[config.mk]
export PLATFORM = sky130hd
export DESIGN_NAME = alarm_trigger
export DESIGN_NICKNAME = d
export VERILOG_FILES = /design/src/rtl/alarm_trigger.sv
export SDC_FILE = /design/constraint.sdc
export NUM_CORES = 1
export LEC_CHECK = 0
export CORE_UTILIZATION = 58
export CTS_BUF_LIST = sky130_fd_sc_hd__clkbuf_4
export DETAILED_ROUTE_END_ITERATION = 12
export PLACE_DENSITY_LB_ADDON = 0.15
export SETUP_SLACK_MARGIN = 0.5
export SLEW_MARGIN = 30
export SYNTH_ARGS = -nofsm -noshare
export SYNTH_HDL_FRONTEND = slang
export SYNTH_SLANG_ARGS = --single-unit
[constraint.sdc]
create_clock -name CLK -period 3.6 [get_ports CLK]
set_clock_uncertainty 0.15 [all_clocks]
set_input_delay 0.54 -clock CLK [delete_from_list [all_inputs] [get_ports CLK]]
set_output_delay 0.54 -clock CLK [all_outputs]
set_load 0.01 [all_outputs]
[src/rtl/alarm_trigger.sv]
// Alarm trigger controller: arms on ALM_EN and rings when the programmed
// hour/minute arrives at second 0. A ring ends on dismiss, on timeout, or
// when it is snoozed. A snoozed alarm rings again after a fixed delay.
module alarm_trigger #(
    parameter int unsigned TIMEOUT_SEC = 60,
    parameter int unsigned SNOOZE_MIN  = 5
) (
    input  logic       CLK,
    input  logic       RESET,
    input  logic       SEC_TICK,
    input  logic [4:0] CUR_HOUR,
    input  logic [5:0] CUR_MIN,
    input  logic [5:0] CUR_SEC,
    input  logic [4:0] ALM_HOUR,
    input  logic [5:0] ALM_MIN,
    input  logic       ALM_EN,
    input  logic       DISMISS,
    input  logic       SNOOZE,
    output logic       ALARM_ACTIVE,
    output logic       ALARM_EVENT,
    output logic       SNOOZED
);

    localparam logic [15:0] RING_LAST   = 16'(TIMEOUT_SEC - 1);
    localparam logic [15:0] SNOOZE_LOAD = 16'(SNOOZE_MIN * 60);

    typedef enum logic [2:0] {
        IDLE,
        ARMED,
        RINGING,
        SNOOZING,
        DONE
    } state_t;

    state_t      state, state_next;
    logic [15:0] ring_cnt, ring_cnt_next;
    logic [15:0] snooze_cnt, snooze_cnt_next;
    logic        same_minute;
    logic        match;

    // Time comparison; an alarm time outside 0..23 / 0..59 can never match.
    always_comb begin
        same_minute = (CUR_HOUR == ALM_HOUR) && (CUR_MIN == ALM_MIN);
        match       = same_minute && (CUR_SEC == 6'd0)
                      && (ALM_HOUR <= 5'd23) && (ALM_MIN <= 6'd59);
    end

    // Next-state and counter update; ALM_EN low overrides everything.
    always_comb begin
        state_next      = state;
        ring_cnt_next   = ring_cnt;
        snooze_cnt_next = snooze_cnt;
        if (!ALM_EN) begin
            state_next = IDLE;
        end else begin
            case (state)
                IDLE: state_next = ARMED;
                ARMED: begin
                    if (match) begin
                        state_next    = RINGING;
                        ring_cnt_next = '0;
                    end
                end
                RINGING: begin
                    // User requests outrank a coincident timeout tick.
                    if (DISMISS) begin
                        state_next = DONE;
                    end else if (SNOOZE) begin
                        state_next      = SNOOZING;
                        snooze_cnt_next = SNOOZE_LOAD;
                    end else if (SEC_TICK) begin
                        if (ring_cnt == RING_LAST) begin
                            state_next = DONE;
                        end else begin
                            ring_cnt_next = ring_cnt + 16'd1;
                        end
                    end
                end
                SNOOZING: begin
                    if (DISMISS) begin
                        state_next = DONE;
                    end else if (SEC_TICK) begin
                        if (snooze_cnt == 16'd1) begin
                            state_next    = RINGING;
                            ring_cnt_next = '0;
                        end else begin
                            snooze_cnt_next = snooze_cnt - 16'd1;
                        end
                    end
                end
                DONE: begin
                    // Stay put for the rest of the alarm minute to avoid a retrigger.
                    if (!same_minute) begin
                        state_next = ARMED;
                    end
                end
                default: state_next = IDLE;
            endcase
        end
    end

    // State/counter registers; outputs are registered from the next state so
    // they line up with the state register in the same cycle.
    always_ff @(posedge CLK) begin
        if (RESET) begin
            state        <= IDLE;
            ring_cnt     <= '0;
            snooze_cnt   <= '0;
            ALARM_ACTIVE <= 1'b0;
            ALARM_EVENT  <= 1'b0;
            SNOOZED      <= 1'b0;
        end else begin
            state        <= state_next;
            ring_cnt     <= ring_cnt_next;
            snooze_cnt   <= snooze_cnt_next;
            ALARM_ACTIVE <= (state_next == RINGING);
            ALARM_EVENT  <= (state_next == RINGING) && (state != RINGING);
            SNOOZED      <= (state_next == SNOOZING);
        end
    end

endmodule

Yosys cells after proc, flatten, opt, wreduce, memory -nomap -nowiden --
Index checks and enable logic that the tools add are counted. W data, S select, Z words.
Word-level totals: output and inout bits 3, logic and storage cells 68, input port bits 34, register bits after elaboration 38
Operators by class: magnitude comparators 2, equal/unequal tests 21, $add $sub $neg 2, muxes and demuxes 26, reduce and logical (&&, ||, !) cells 11
Operator list (number):
- $mux W16 | 13
- $pmux W16 S3 | 1
- $pmux W16 S2 | 1
- $mux W3 | 10
- $ne A2 B2 Y1 const B | 10
- $add A16 B1 Y16 const B | 1
- $eq A16 B1 Y1 const B | 1
- $eq A16 B6 Y1 const B | 1
- $sub A16 B1 Y16 const B | 1
- $pmux W3 S5 | 1
- $eq A3 B2 Y1 const B | 4
- $reduce_and A10 Y1 | 1
- $reduce_and A7 Y1 | 1
- $eq A6 B6 Y1 | 1
- $le A6 B6 Y1 const B | 1
- $logic_not A6 Y1 | 1
- $eq A5 B5 Y1 | 1
- $le A5 B5 Y1 const B | 1
- $logic_and A1 B1 Y1 | 5
- $eq A3 B1 Y1 const B | 1
- $eq A3 B3 Y1 const B | 1
- $logic_not A3 Y1 | 1
- $ne A3 B2 Y1 const B | 1
- $reduce_bool A3 Y1 | 1
- $reduce_bool A2 Y1 | 1

Depth between registers and ports, before layout --
word-level depth 10, gate-level depth with buffers 10

Worst setup path after synthesis --
Ideal clock, no wire load.
path type input to register, start in CUR_MIN[4], end reg ring_cnt[4], required time 3.358 ns, arrival 2.152 ns, cell stages on the path 8, setup slack 1.206 ns, library setup time 0.092 ns, cell sequence xnor2_1 -> nand4_1 -> nor3_1 -> a21bo_2 -> clkbuf_1 -> nand3_1 -> mux2i_1 -> nor4_1
Between the ends: longest elaborated chain between the ends 7
RTL lines:
- start: declaration | line 12 | input logic [5:0] CUR_MIN,
- $eq A6 B6 Y1 | line 43 | same_minute = (CUR_HOUR == ALM_HOUR) && (CUR_MIN == ALM_MIN);
- $logic_and A1 B1 Y1 | line 43
- $logic_and A1 B1 Y1 | line 44 | match = same_minute && (CUR_SEC == 6'd0)
- $logic_and A1 B1 Y1 (2 in a row) | line 45 | && (ALM_HOUR <= 5'd23) && (ALM_MIN <= 6'd59);
- $ne A2 B2 Y1 (no line)
- $reduce_and A10 Y1 (no line)
- end signal: assignment | line 114 | ring_cnt <= ring_cnt_next;
- end: declaration | line 36 | logic [15:0] ring_cnt, ring_cnt_next;
Every way passes these cells. A chain may end at the register's enable or synchronous reset.

Worst setup path after layout --
start in ALM_MIN[4], end reg ring_cnt[13]
Between the ends: longest elaborated chain between the ends 7, elaborated cells between the ends (all ways) 8, those cells by class order compare: 1; eq/ne: 2; reduce/logical: 5
RTL lines:
- start: declaration | line 15 | input logic [5:0] ALM_MIN,
- parallel branches: the longest is 4 deep, another holds $le A6 B6 Y1
- $logic_and A1 B1 Y1 (*) | line 45
- $ne A2 B2 Y1 (no line) (*)
- $reduce_and A10 Y1 (no line) (*)
Mark *: on every way between the ends.

==> metrics <==
total track usage=23.3%; sequential-to-total area share from yosys stat=37.0%; root buffer cell=clkbuf_4; Via density=approximately 5.6; Hold WC Path Type=flop to flop; fin nets=316; fin util=roughly 74%; initial DRC count=64; # diodes=0; Post-synth EDFFs=0; CTS Buf Count=5; Setup WS pre-CTS=between 0.4 and 0.5 ns; Max Fclk=364 MHz; clock tree buffer depth=2; TritonCTS clock tree=yes; Final Non-Filler Cells=between 300 and 400; CTS Sinks=38; Worst Path Max Fanout=11; r2r worst-path depth=7; Routed Antenna Nets=0; main flop type after synthesis=dfxtp_1; Final period util=about 76%; post-synth top area share=37.0%; Reg2Reg Launch Point=snooze_cnt[10]; post-cts resize count=0; hold path endpoint=snooze_cnt[1]; total design power=720 uW; clock latency on the worst-skew pair=0.34 ns; Die Y=61.6 um; Die Width=61.6 um; hold buffers post-CTS=0; RSZ-0062 raised after global routing=no; minimum clock period after layout=2.75 ns; maximum VDD drop=0.257 mV; first-pass GRT wire length=6570 um; r2r endpoint=ring_cnt[13]; Final Setup Violations=0; DRC=0; io pins=37; Setup TNS=0 ns; htree depth=2; Cells after Synth=242; Post-CTS Setup Inserts=0; total number of vias=~1800; Data arrival, critical path=2.88 ns; # placed instances=318; Post-Synthesis Cell Area=a little over 0.002 mm^2; total wire length=4290 um; slew margin rel.=about two thirds; row count=21; worst endpoint required time=3.73 ns; Max Slew Vio Count=0; 1st-pass router iterations=4; Final Hold Viols=0; Leak Pwr=0.000854 uW; most frequent cells in the layout=38 x dfxtp_1, 36 x clkdlybuf4s50_1, 32 x nor2_1; setup slack, reg-to-reg=1.02 ns; syn_nets=approximately 280; routed len/inst=approximately 13 um; status=completed; Yosys top cell by area=dfxtp_1; Syn Area/Cell=8.51 um^2; full die area=0.00379 mm^2; Worst Setup Start Kind=input pin; commonest non-fill, non-tap cell in the layout=dfxtp_1; Crit Path Class=input pin to flop; vias in the first global route=1594; worst setup margin=0.852 ns; fraction of registers with async set or reset after synthesis=0%; # port buffers=36; grt ovf=0; post-synth cell types=47; share of cells above drive strength 1=slightly above 7%; Core Region=0.00336 mm^2; Syn. warnings=0; Worst Tran Pin Value=0.485 ns; power per cell area=288 mW/mm^2; fillcell total=about 270; largest net degree at the start of global routing=13; clock transition at the registers of the reported paths=0.12 ns; Syn-to-layout area delta=21.6%; initial antenna violation count=0; CP endpoint kind=flop; Worst Hold Depth=2; routability cong.=0.884; Starting Density=61.2%; Max Cap Viol=0; DP HPWL=3310 um; post-synthesis register bit count=38; ranking of synthesized cells by area=dfxtp_1 37%, xor2_1 8.5%, xnor2_1 6.4%; Hold Crit Start=snooze_cnt[1]
[synth_stat cells (all sizes together), types with 2 or more instances]
cell	n
o21bai	2
and3	2
ha	3
nand3	17
nand4	8
and2	3
or4	4
nor4b	2
xnor2	15
nand2b	2
nor2b	4
nor4	9
nand3b	3
buf	5
xor2	20
nor2	33
nor3	8
nor3b	2
a21oi	14
o211ai	2
o21ai	3
o31ai	4
clkbuf	3
mux2i	4
nand2	17
inv	4
dfxtp	38
or2	2
[kinds of logic (layout without fill, tap and decap cells)]
kind of cell	count (synthesis)	after routing	synth area share (%)
simple gates	117	117	31.0
flops	38	38	37.0
xor+xnor	35	35	14.9
compound gates	33	33	10.6
buf+inv	12	50	2.73
mux	4	4	1.95
fa+ha+maj	3	3	1.82
[sequential cells by signal, summed over array words and instances, names as in the netlist]
signal        flops
ring_cnt         16
ALARM_ACTIVE      1
ALARM_EVENT       1
state             3
snooze_cnt       16
SNOOZED           1
[stage by stage]
step           area [um^2]  hold WS [ns]
3_3_place_gp          2450         0.318
5_1_grt               2500         0.382
4_1_cts               2500         0.343
3_5_place_dp          2450         0.325
6_report              2500         0.340
2_1_floorplan         2060         0.299
[worst max path at each step]
stage,cells after the start,end,start
5_1_grt,8,ring_cnt[13],ALM_MIN[4]
3_5_place_dp,8,ring_cnt[13],ALM_MIN[4]
3_3_place_gp,8,ring_cnt[13],ALM_MIN[4]
4_1_cts,8,ring_cnt[13],ALM_MIN[4]
6_report,8,ring_cnt[13],ALM_MIN[4]
2_1_floorplan,8,ring_cnt[4],CUR_MIN[4]
[layer usage]
metal  GRT usage (%)  wire, um
met1            28.4      1980
met4            8.25        65
met5               0         0
met2            39.2      1890
met3            6.51       355
[where the power goes]
part / total (uW) / internal (uW) / switching [uW]
combinational: 79.9 / 49.3 / 30.5
sequential: 424 / 422 / 2.57
clock: 216 / 72.7 / 143
total: 720 / 544 / 176
[final cells by class]
class                      instances  area, um^2  share of cell area, %
clock buffer                       5        37.5                   1.50
tap                               46        57.6                   2.30
clock inverter                     3        16.3                  0.650
inverter                           4        15.0                  0.600
timing repair buffer              38         375                   15.0
sequential                        38         761                   30.4
multi-input combinational        192        1240                   49.6
[worst max-delay path, stage by stage]
cell,delay (ns)
clkdlybuf4s50_1,0.52
xnor2_1,0.13
nand4_1,0.13
nor3_1,0.42
a21bo_2,0.36
nand2_4,0.12
or4_1,0.51
a21oi_1,0.15
(Power assumes the default switching activity.)
